`src/rtl/regfile_wb_arbiter_pkg.sv`:
```
// Shared definitions for the regfile writeback arbiter: special register
// addresses, the writeback request record and the ALU destination helper.
package regfile_wb_arbiter_pkg;

  localparam logic [4:0] REG_LINK = 5'd31;
  localparam logic [4:0] REG_ZERO = 5'd0;
  localparam int         WB_W     = 32;

  typedef struct packed {
    logic            valid;
    logic [4:0]      wr;
    logic [WB_W-1:0] data;
  } wb_req_t;

  // Link writes always target r31 regardless of the encoded destination.
  function automatic logic [4:0] alu_dest(input logic jal, input logic [4:0] wr);
    return jal ? REG_LINK : wr;
  endfunction

endpackage

```
`src/rtl/regfile_wb_arbiter_wb_fifo.sv`:
```
// Small pending-write FIFO for ALU results. Head is read combinationally so a
// pop can issue in the same cycle; every slot's destination is exposed for hazards.
module wb_fifo
  import regfile_wb_arbiter_pkg::*;
#(
  parameter int DEPTH = 2,
  parameter int W     = 32
) (
  input  logic                   clock,
  input  logic                   reset,
  input  logic                   push,
  input  logic [4:0]             push_wr,
  input  logic [W-1:0]           push_data,
  input  logic                   pop,
  output logic [$clog2(DEPTH):0] count,
  output logic [4:0]             head_wr,
  output logic [W-1:0]           head_data,
  output logic [DEPTH-1:0]       entry_valid,
  output logic [DEPTH*5-1:0]     entry_wr
);

  localparam int PW = $clog2(DEPTH);

  logic [4:0]   wr_mem   [DEPTH];
  logic [W-1:0] data_mem [DEPTH];
  logic [PW-1:0] rd_ptr_reg, wr_ptr_reg;
  logic [PW:0]   count_reg;

  // Slot contents need no reset: they are only observed while marked valid.
  always_ff @(posedge clock) begin
    if (push) begin
      wr_mem[wr_ptr_reg]   <= push_wr;
      data_mem[wr_ptr_reg] <= push_data;
    end
  end

  always_ff @(posedge clock or negedge reset) begin
    if (!reset) begin
      rd_ptr_reg <= '0;
      wr_ptr_reg <= '0;
      count_reg  <= '0;
    end else begin
      if (push) wr_ptr_reg <= wr_ptr_reg + 1'b1;
      if (pop)  rd_ptr_reg <= rd_ptr_reg + 1'b1;
      case ({push, pop})
        2'b10:   count_reg <= count_reg + 1'b1;
        2'b01:   count_reg <= count_reg - 1'b1;
        default: count_reg <= count_reg;
      endcase
    end
  end

  assign count     = count_reg;
  assign head_wr   = wr_mem[rd_ptr_reg];
  assign head_data = data_mem[rd_ptr_reg];

  generate
    for (genvar gi = 0; gi < DEPTH; gi++) begin : g_entry
      logic [PW-1:0] offset;
      assign offset                 = PW'(gi) - rd_ptr_reg;
      assign entry_valid[gi]        = ({1'b0, offset} < count_reg);
      assign entry_wr[gi*5 +: 5]    = wr_mem[gi];
    end
  endgenerate

endmodule

```
`src/rtl/regfile_wb_arbiter.sv`:
```
// Single-write-port scheduler for the register file: loads win, ALU results
// bypass or queue, the chosen write is registered, and pending writes flag read hazards.
module regfile_wb_arbiter
  import regfile_wb_arbiter_pkg::*;
#(
  parameter int W     = 32,
  parameter int DEPTH = 2,
  parameter int CNTW  = 16
) (
  input  logic            clock,
  input  logic            reset,
  input  logic            alu_valid,
  input  logic [4:0]      alu_wr,
  input  logic            alu_jal,
  input  logic [W-1:0]    alu_data,
  output logic            alu_ready,
  input  logic            mem_valid,
  input  logic [4:0]      mem_wr,
  input  logic [W-1:0]    mem_data,
  input  logic [4:0]      rr1_in,
  input  logic [4:0]      rr2_in,
  output logic            hazard1,
  output logic            hazard2,
  output logic            regwrite,
  output logic [4:0]      wr_out,
  output logic [W-1:0]    write_data_out,
  output logic [CNTW-1:0] stall_count
);

  localparam int PW = $clog2(DEPTH);

  logic [PW:0]        fifo_count;
  logic [4:0]         head_wr;
  logic [W-1:0]       head_data;
  logic [DEPTH-1:0]   entry_valid;
  logic [DEPTH*5-1:0] entry_wr;

  logic [4:0] alu_eff_wr;
  logic       fifo_empty, alu_live, mem_live, bypass_sel;
  logic       push_next, pop_next;
  wb_req_t    sel_next;

  logic            regwrite_reg;
  logic [4:0]      wr_out_reg;
  logic [W-1:0]    write_data_reg;
  logic [CNTW-1:0] stall_count_reg;

  assign alu_eff_wr = alu_dest(alu_jal, alu_wr);
  assign fifo_empty = (fifo_count == '0);
  assign alu_ready  = (fifo_count < (PW+1)'(DEPTH));
  // r0 requests complete the handshake but never reach the write port.
  assign alu_live   = alu_valid && alu_ready && (alu_eff_wr != REG_ZERO);
  assign mem_live   = mem_valid && (mem_wr != REG_ZERO);
  assign bypass_sel = !mem_live && fifo_empty && alu_live;
  assign pop_next   = !mem_live && !fifo_empty;
  assign push_next  = alu_live && !bypass_sel;

  always_comb begin
    sel_next = '0;
    if (mem_live) begin
      sel_next.valid = 1'b1;
      sel_next.wr    = mem_wr;
      sel_next.data  = WB_W'(mem_data);
    end else if (!fifo_empty) begin
      sel_next.valid = 1'b1;
      sel_next.wr    = head_wr;
      sel_next.data  = WB_W'(head_data);
    end else if (alu_live) begin
      sel_next.valid = 1'b1;
      sel_next.wr    = alu_eff_wr;
      sel_next.data  = WB_W'(alu_data);
    end
  end

  wb_fifo #(.DEPTH(DEPTH), .W(W)) u_fifo (
    .clock       (clock),
    .reset       (reset),
    .push        (push_next),
    .push_wr     (alu_eff_wr),
    .push_data   (alu_data),
    .pop         (pop_next),
    .count       (fifo_count),
    .head_wr     (head_wr),
    .head_data   (head_data),
    .entry_valid (entry_valid),
    .entry_wr    (entry_wr)
  );

  always_ff @(posedge clock or negedge reset) begin
    if (!reset) begin
      regwrite_reg    <= 1'b0;
      wr_out_reg      <= '0;
      write_data_reg  <= '0;
      stall_count_reg <= '0;
    end else begin
      regwrite_reg <= sel_next.valid;
      if (sel_next.valid) begin
        wr_out_reg     <= sel_next.wr;
        write_data_reg <= W'(sel_next.data);
      end
      if (alu_valid && !alu_ready && (stall_count_reg != '1))
        stall_count_reg <= stall_count_reg + 1'b1;
    end
  end

  assign regwrite       = regwrite_reg;
  assign wr_out         = wr_out_reg;
  assign write_data_out = write_data_reg;
  assign stall_count    = stall_count_reg;

  // Output stage counts as pending: the regfile only sees it after this cycle.
  logic [DEPTH-1:0] fifo_hit1, fifo_hit2;

  generate
    for (genvar gi = 0; gi < DEPTH; gi++) begin : g_hazard
      assign fifo_hit1[gi] = entry_valid[gi] && (entry_wr[gi*5 +: 5] == rr1_in);
      assign fifo_hit2[gi] = entry_valid[gi] && (entry_wr[gi*5 +: 5] == rr2_in);
    end
  endgenerate

  assign hazard1 = (rr1_in != REG_ZERO) &&
                   ((|fifo_hit1) || (regwrite_reg && (wr_out_reg == rr1_in)));
  assign hazard2 = (rr2_in != REG_ZERO) &&
                   ((|fifo_hit2) || (regwrite_reg && (wr_out_reg == rr2_in)));

endmodule

```
`config.mk`:
```
export PLATFORM = sky130hd
export DESIGN_NAME = regfile_wb_arbiter
export DESIGN_NICKNAME = d
export VERILOG_FILES = /design/src/rtl/regfile_wb_arbiter_pkg.sv /design/src/rtl/regfile_wb_arbiter_wb_fifo.sv /design/src/rtl/regfile_wb_arbiter.sv
export SDC_FILE = /design/constraint.sdc
export NUM_CORES = 1
export LEC_CHECK = 0
export ABC_AREA = 0
export CORE_UTILIZATION = 40
export DETAILED_ROUTE_END_ITERATION = 6
export PLACE_DENSITY = 0.67
export SYNTH_ARGS = -nofsm -noshare
export SYNTH_HDL_FRONTEND = slang
export SYNTH_SLANG_ARGS = --single-unit
```
`constraint.sdc`:
```
create_clock -name clock -period 3.95 [get_ports clock]
set_clock_uncertainty 0.15 [all_clocks]
set_input_delay 1.185 -clock clock [delete_from_list [all_inputs] [get_ports clock]]
set_output_delay 1.185 -clock clock [all_outputs]
set_load 0.01 [all_outputs]
```
==> results of run 1 <==
==> report_power, final <==
part           leakage [uW]  internal (uW)  switching, uW
Combinational       0.00157            834            866
Clock              0.000280            984            541
Sequential          0.00137           1790            230
==> cells by family (layout without fill, tap and decap cells) <==
logic type	after synthesis	after routing	share of synthesized area (%)
fa+ha+maj	2	2	0.414
simple gates	127	127	9.80
flops	132	132	60.8
xor+xnor	47	47	6.82
compound gates	120	120	12.3
mux	46	46	7.69
buf+inv	30	204	2.18
==> metal layers <==
layer	share of wire (%)	wire length, um	vias to the layer above	global-route usage (%)
li1	-	-	2179	-
met1	45	6980	2226	26.6
met2	48	7430	131	35.1
met3	6.2	969	18	5.88
met4	1.6	249	0	8.25
met5	0	0	-	0
==> metrics by stage <==
| stage | utilization [%] | std cells | hold WS, ns | instance area (um^2) | total power, uW |
|---|---|---|---|---|---|
| after floorplan | - | 504 | 0.318 | 6040 | 2950 |
| after global placement | 53.3 | 831 | 0.313 | 7810 | 3720 |
| after detailed placement | 53.3 | 831 | 0.321 | 7810 | 3770 |
| after CTS | 57.1 | 862 | 0.333 | 8370 | 5300 |
| after global routing | 57.2 | 862 | 0.355 | 8380 | 5530 |
| final | 57.2 | 862 | 0.327 | 8380 | 5250 |
==> area by class of cell <==
class | instances | share of cell area [%]
flip-flops and latches | 132 | 43.9
clock inverters | 6 | 0.911
multi-input cells | 342 | 27.1
well taps | 184 | 2.75
clock buffers | 25 | 5.91
inverters | 5 | 0.224
repair buffers | 168 | 19.3
==> repair_timing <==
action,in CTS,in global routing
endpoints found under the setup margin,2,2
hold buffers,0,0
resized for setup,16,9
pin swaps,6,5
buffers inserted,0,0
==> placed cells by master, fill, tap and decap left out, types with 20 or more instances in the layout <==
cell,count
edfxtp_1,74
buf_4,22
dfrtp_1,57
mux2i_1,43
o21ai_0,23
xor2_1,27
clkdlybuf4s50_1,134
nand2_1,30
nor2_1,45
a21oi_1,54
xnor2_1,20
==> final timing paths <==
| path | from | endpoint | slack (ns) | cells past startpoint |
|---|---|---|---|---|
| worst min-delay path | write_data_out[19] | write_data_out[19] | 0.33 | 2 |
| worst max register to register | u_fifo.count[0] | write_data_out[5] | 1.74 | 5 |
| worst min register to register | write_data_out[19] | write_data_out[19] | 0.33 | 2 |
| worst max-delay path | rr2_in[4] | hazard2 | 0.07 | 6 |
| max in group asynchronous | reset | write_data_out[14] | 2.46 | 2 |
| min in group asynchronous | reset | stall_count[4] | 0.58 | 1 |
==> worst reg2reg max path, delay by kind of cell, from the launching register on <==
kind            cells  cell delay [ns]
compound gates      3             0.56
buf+inv             1             0.26
flops               1             0.47
simple gates        1             0.66
==> summary.txt, run 1 <==
Yosys
  – Most common cell in the netlist: edfxtp_1
  – Async S/R FF share, synth: 43.9%
  – Yosys top cell by area: edfxtp_1
  – Post-synthesis cell type count: 40
  – Most frequent cells after synthesis: edfxtp_1, dfrtp_1, a21oi_1
  – Register area share after synthesis: 60.8%
  – Synth area leaders: edfxtp_1, dfrtp_1, mux2i_1
  – Post-synth EDFFs: 74
  – Synthesized area: 6040 um^2
  – Syn nets: 595
  – Yosys top cell area share: 36.8%
  – Yosys synthesis warning count: 0
  – Synthesized flop and latch total: 132
  – Post-Syn Instances: 504
  – Ys flop type: edfxtp_1
  – Avg Cell Area, Syn: 12.0 um^2

Cells and area
  – Syn-to-layout area delta: 38.7%
  – Register Area: 3670 um^2
  – Filler Cell Count: 1,206
  – Nets: 757
  – Multi-input logic area: 2270 um^2
  – Share of cells above drive strength 1: 11.4%
  – Max FFs per register: 64
  – N_diodes: 0

Clocking
  – CTS Buf Count: 17
  – Clk buf depth: 2
  – Root buffer cell: clkbuf_16
  – # clock sinks: 132
  – Insertion delay to the later sink of the worst-skew pair: 0.42 ns
  – CTS tree: built
  – H-tree levels: 4
  – CTS clock-pin slew for the worst setup and hold paths: 0.05 ns

Pwr
  – Power Dens Cells: 627 nW/um^2
  – Pleak: 0.00323 uW
  – Maximum VDD drop: 0.326 mV

Timing
  – RSZ-0062 raised after global routing: no
  – FMAX: 258 MHz
  – Fin. Hold Viols: 0
  – PnR worst setup slack: 0.0734 ns
  – Setup_tns: 0 ns
  – Slew margin rel.: 37.7%
  – Final Critical Period: 3.88 ns
  – Final period utilization: 98.1%
  – Worst slew pin tran: 0.934 ns
  – Setup Viol. Count Final: 0
  – Slew Viols, Final: 0

Drt
  – # DRC: 22
  – DRT antenna net count: 0
  – Via-to-Cell Ratio: 5.28
  – Initial drt markers: 171
  – Pre-Repair DR Iteration Count: 7
  – WL/cell: 18.1 um
  – Total Wirelength: 15,600 um
  – Vias: 4,554

Min path
  – Hold/Removal Path Class: flip-flop to flip-flop

Global routing
  – Initial antenna violation count: 0
  – First-pass GRT wire length: 25,400 um
  – All-Layer GR Usage: 21.3%
  – Grt total ovfl: 0
  – Pin count of the biggest net entering global routing: 47
  – Vias in the first global route: 4,862

Critical path
  – Cell Chain, Critical Path: clkdlybuf4s50_1 > xor2_1 > nor4_1 > nand3_1 > a21oi_1 > buf_2
  – WP data arrival: 2.54 ns
  – CP Launch Type: primary input
  – Crit Path Category: primary input to output port
  – Setup crit end kind: output port
  – CP required: 2.61 ns
  – Max incr delay on CP: 0.52 ns
  – CP max-delay cell: clkdlybuf4s50_1
  – Crit path max-delay family: buffers and inverters
  – Worst-path fanout max: 4
  – CP bufs+invs: 2

Place
  – Global placement routability congestion: 0.819
  – DP HPWL: 10,800 um
  – Port Buf Inserts: 145
  – Place WS: -0.597 ns

Floorplan
  – Die width: 125 um
  – CORE AREA: 14,600 um^2
  – Site row count: 44
  – # IOs: 146
  – Chip Height: 125 um
  – Initial core utilization: 41.2%
  – Die ar.: 15,600 um^2

Job
  – Max_cap viols: 0

Status
  – Status: finished with violations
  – Failing checks: design-rule violations
Power figures use the tool's default switching activity.
==> inputs of run 2 (changes only) <==
--- a/config.mk
+++ b/config.mk
@@ -8,7 +8,7 @@
 export ABC_AREA = 0
 export CORE_UTILIZATION = 40
 export DETAILED_ROUTE_END_ITERATION = 6
-export PLACE_DENSITY = 0.67
+export PLACE_DENSITY_LB_ADDON = 0.08
 export SYNTH_ARGS = -nofsm -noshare
 export SYNTH_HDL_FRONTEND = slang
 export SYNTH_SLANG_ARGS = --single-unit
==> constraint.sdc (replaced) <==
create_clock -name clock -period 3.84 [get_ports clock]
set_clock_uncertainty 0.15 [all_clocks]
set_input_delay 1.152 -clock clock [delete_from_list [all_inputs] [get_ports clock]]
set_output_delay 1.152 -clock clock [all_outputs]
set_load 0.01 [all_outputs]
==> run 2 against run 1 <==
- the flow still finishes with violations (design-rule violations)
- non-clock buffer count unchanged
- global-route usage decreased by 0.12 points
- worst hold slack better by 0.0063 ns
- critical path depth unchanged
- setup slack got worse by 0.038 ns
- clock power is essentially flat
- highest routed layer unchanged
==> summary.txt, run 2 (same netlist as run 1, synthesis figures left out) <==
Status
  – Status: finished with violations
  – Failing checks: design-rule violations

Cells and area
  – Most common cell after layout, fill and taps aside: clkdlybuf4s50_1
  – Multi-input logic area: 2300 um^2 (+1.2%)
  – Filler Cell Count: 1,233 (+2.2%)
  – Max FFs per register: 64 (unchanged)
  – Nets: 757 (unchanged)
  – Most frequent cells in the layout: clkdlybuf4s50_1, edfxtp_1, dfrtp_1, a21oi_1, nor2_1
  – Syn-to-layout area delta: 39.4%
  – Share of cells above drive strength 1: 12.8% (+1.5 points)
  – Final std cells w/o fill: 863 (+0.12%)
  – N_diodes: 0 (unchanged)
  – Register Area: 3670 um^2 (unchanged)

Critical path
  – R2R Path End: write_data_out[0]
  – Setup crit end kind: output port
  – CP Launch Type: primary input
  – RR Startpoint: u_fifo.count[0]
  – Flop-to-flop setup slack: 1.39 ns (-0.35 ns)
  – Worst-path fanout max: 4 (unchanged)
  – Worst Setup EP: hazard2
  – R2R depth: 5 (unchanged)
  – CP required: 2.54 ns (-0.07 ns)
  – Crit Path Category: primary input to output port
  – WP data arrival: 2.50 ns (-0.04 ns)
  – CP startpoint: rr2_in[4]

Clocking
  – H-tree levels: 4 (unchanged)
  – CTS Buf Count: 17 (unchanged)
  – Hold_buf cts: 0 (unchanged)
  – CTS tree: built
  – Clk buf depth: 2 (unchanged)
  – Root buffer cell: clkbuf_16
  – # clock sinks: 132 (unchanged)
  – CTS clock-pin slew for the worst setup and hold paths: 0.06 ns (about the same)
  – Insertion delay to the later sink of the worst-skew pair: 0.41 ns (about the same)

Timing
  – PnR worst setup slack: 0.0356 ns (-0.0377 ns)
  – FMAX: 263 MHz
  – Slew margin rel.: 34.2% (-3.5 points)
  – Setup Viol. Count Final: 0 (unchanged)
  – Final Critical Period: 3.80 ns
  – Slew Viols, Final: 0 (unchanged)
  – Fin. Hold Viols: 0 (unchanged)
  – Setup_tns: 0 ns (unchanged)
  – RSZ-0062 raised after global routing: no
  – Worst slew pin tran: 0.987 ns (+0.0527 ns)
  – Final period utilization: 99.1%

Floorplan
  – Site row count: 44 (unchanged)
  – CORE AREA: 14,600 um^2 (unchanged)
  – Die ar.: 15,600 um^2 (unchanged)
  – Die width: 125 um (unchanged)
  – # IOs: 146 (unchanged)
  – Chip Height: 125 um (unchanged)
  – Initial core utilization: 41.2% (unchanged)

Pwr
  – Maximum VDD drop: 0.316 mV (-3.2%)
  – Pleak: 0.00322 uW (-0.19%)
  – Power Dens Cells: 642 nW/um^2 (+2.5%)
  – Final total power: 5410 uW (+3.0%)

Drt
  – Total Wirelength: 15,700 um (+0.17%)
  – Initial drt markers: 158 (-7.6%)
  – Via-to-Cell Ratio: 5.23 (-1.0%)
  – WL/cell: 18.1 um (about the same)
  – DRT antenna net count: 0 (unchanged)
  – Pre-Repair DR Iteration Count: 7 (unchanged)
  – # DRC: 25 (+14%)
  – Vias: 4,512 (-0.92%)

Global routing
  – Pin count of the biggest net entering global routing: 47 (unchanged)
  – Vias in the first global route: 4,733 (-2.7%)
  – Grt total ovfl: 0 (unchanged)
  – Initial antenna violation count: 0 (unchanged)
  – All-Layer GR Usage: 21.2% (-0.12 points)
  – First-pass GRT wire length: 25,200 um (-0.60%)

Min path
  – Worst Hold Path Cells: 2 (unchanged)
  – Hold/Removal Path Class: flip-flop to flip-flop

Place
  – Port Buf Inserts: 145 (unchanged)
  – Place WS: -0.676 ns (-0.0783 ns)
  – DP HPWL: 10,700 um (-0.67%)
  – Placed cells: 831 (unchanged)
  – Global placement routability congestion: 0.798 (-2.6%)

Job
  – Max_cap viols: 0 (unchanged)
run 2: cell types whose count changed in the layout (fill, tap and decap cells not counted), moves of 2 or more:
cell / delta
or4_4: +2
nor3_4: +2
clkinv_4: +4
buf_4: -3
buf_2: +3
buf_12: +3
clkbuf_8: -4
dlymetal6s2s_1: -2
nor3_2: -2
clkbuf_1: -3
or4_1: -2
clkinv_2: +2
run 2: cell type report:
class,count,area share [%]
Inverter,5,0.223
Timing Repair Buffer,168,19.4
Clock buffer,18,5.10
Tap cell,184,2.73
Sequential cell,132,43.6
Clock inverter,14,1.63
Multi-Input combinational cell,342,27.3
run 2: repair_timing:
item	in CTS	in global routing
buffers inserted	0	0
endpoints found under the setup margin	2	2
pin swaps	6	7
gates resized for setup	28	9
run 2: routing by layer:
metal | vias to the layer above | track usage (%) | wire, um
li1 | 2181 | - | -
met1 | 2179 | 27.5 | 7210
met2 | 135 | 35.0 | 7470
met3 | 17 | 4.68 | 777
met4 | 0 | 7.25 | 198
met5 | - | 0 | 0
run 2: worst min-delay path by stage:
stage	startpoint	to	slack [ns]
global route	write_data_out[12]	write_data_out[12]	0.36
detailed placement	write_data_out[24]	write_data_out[24]	0.32
floorplan	u_fifo.wr_ptr_reg	u_fifo.wr_ptr_reg	0.32
global placement	write_data_out[17]	write_data_out[17]	0.32
CTS	write_data_out[14]	write_data_out[14]	0.34
finish	write_data_out[14]	write_data_out[14]	0.33
run 2: worst max-delay path: stages:
cell,delay (ns)
clkdlybuf4s50_1,0.50
xor2_1,0.18
nor4_1,0.24
nand3_1,0.11
a21oi_1,0.16
buf_2,0.16
run 2: through the flow:
stage | hold slack (ns) | utilization, % | instance area [um^2]
2_1_floorplan | 0.318 | - | 6040
3_3_place_gp | 0.317 | 53.6 | 7850
3_5_place_dp | 0.325 | 53.6 | 7850
4_1_cts | 0.338 | 57.3 | 8400
5_1_grt | 0.359 | 57.5 | 8420
6_report | 0.333 | 57.5 | 8420
run 2: power breakdown:
group	internal [uW]	switching [uW]	leakage, uW
Sequential	1840	230	0.00137
Combinational	884	908	0.00157
Clock	949	592	0.000277
Total	3680	1730	0.00322
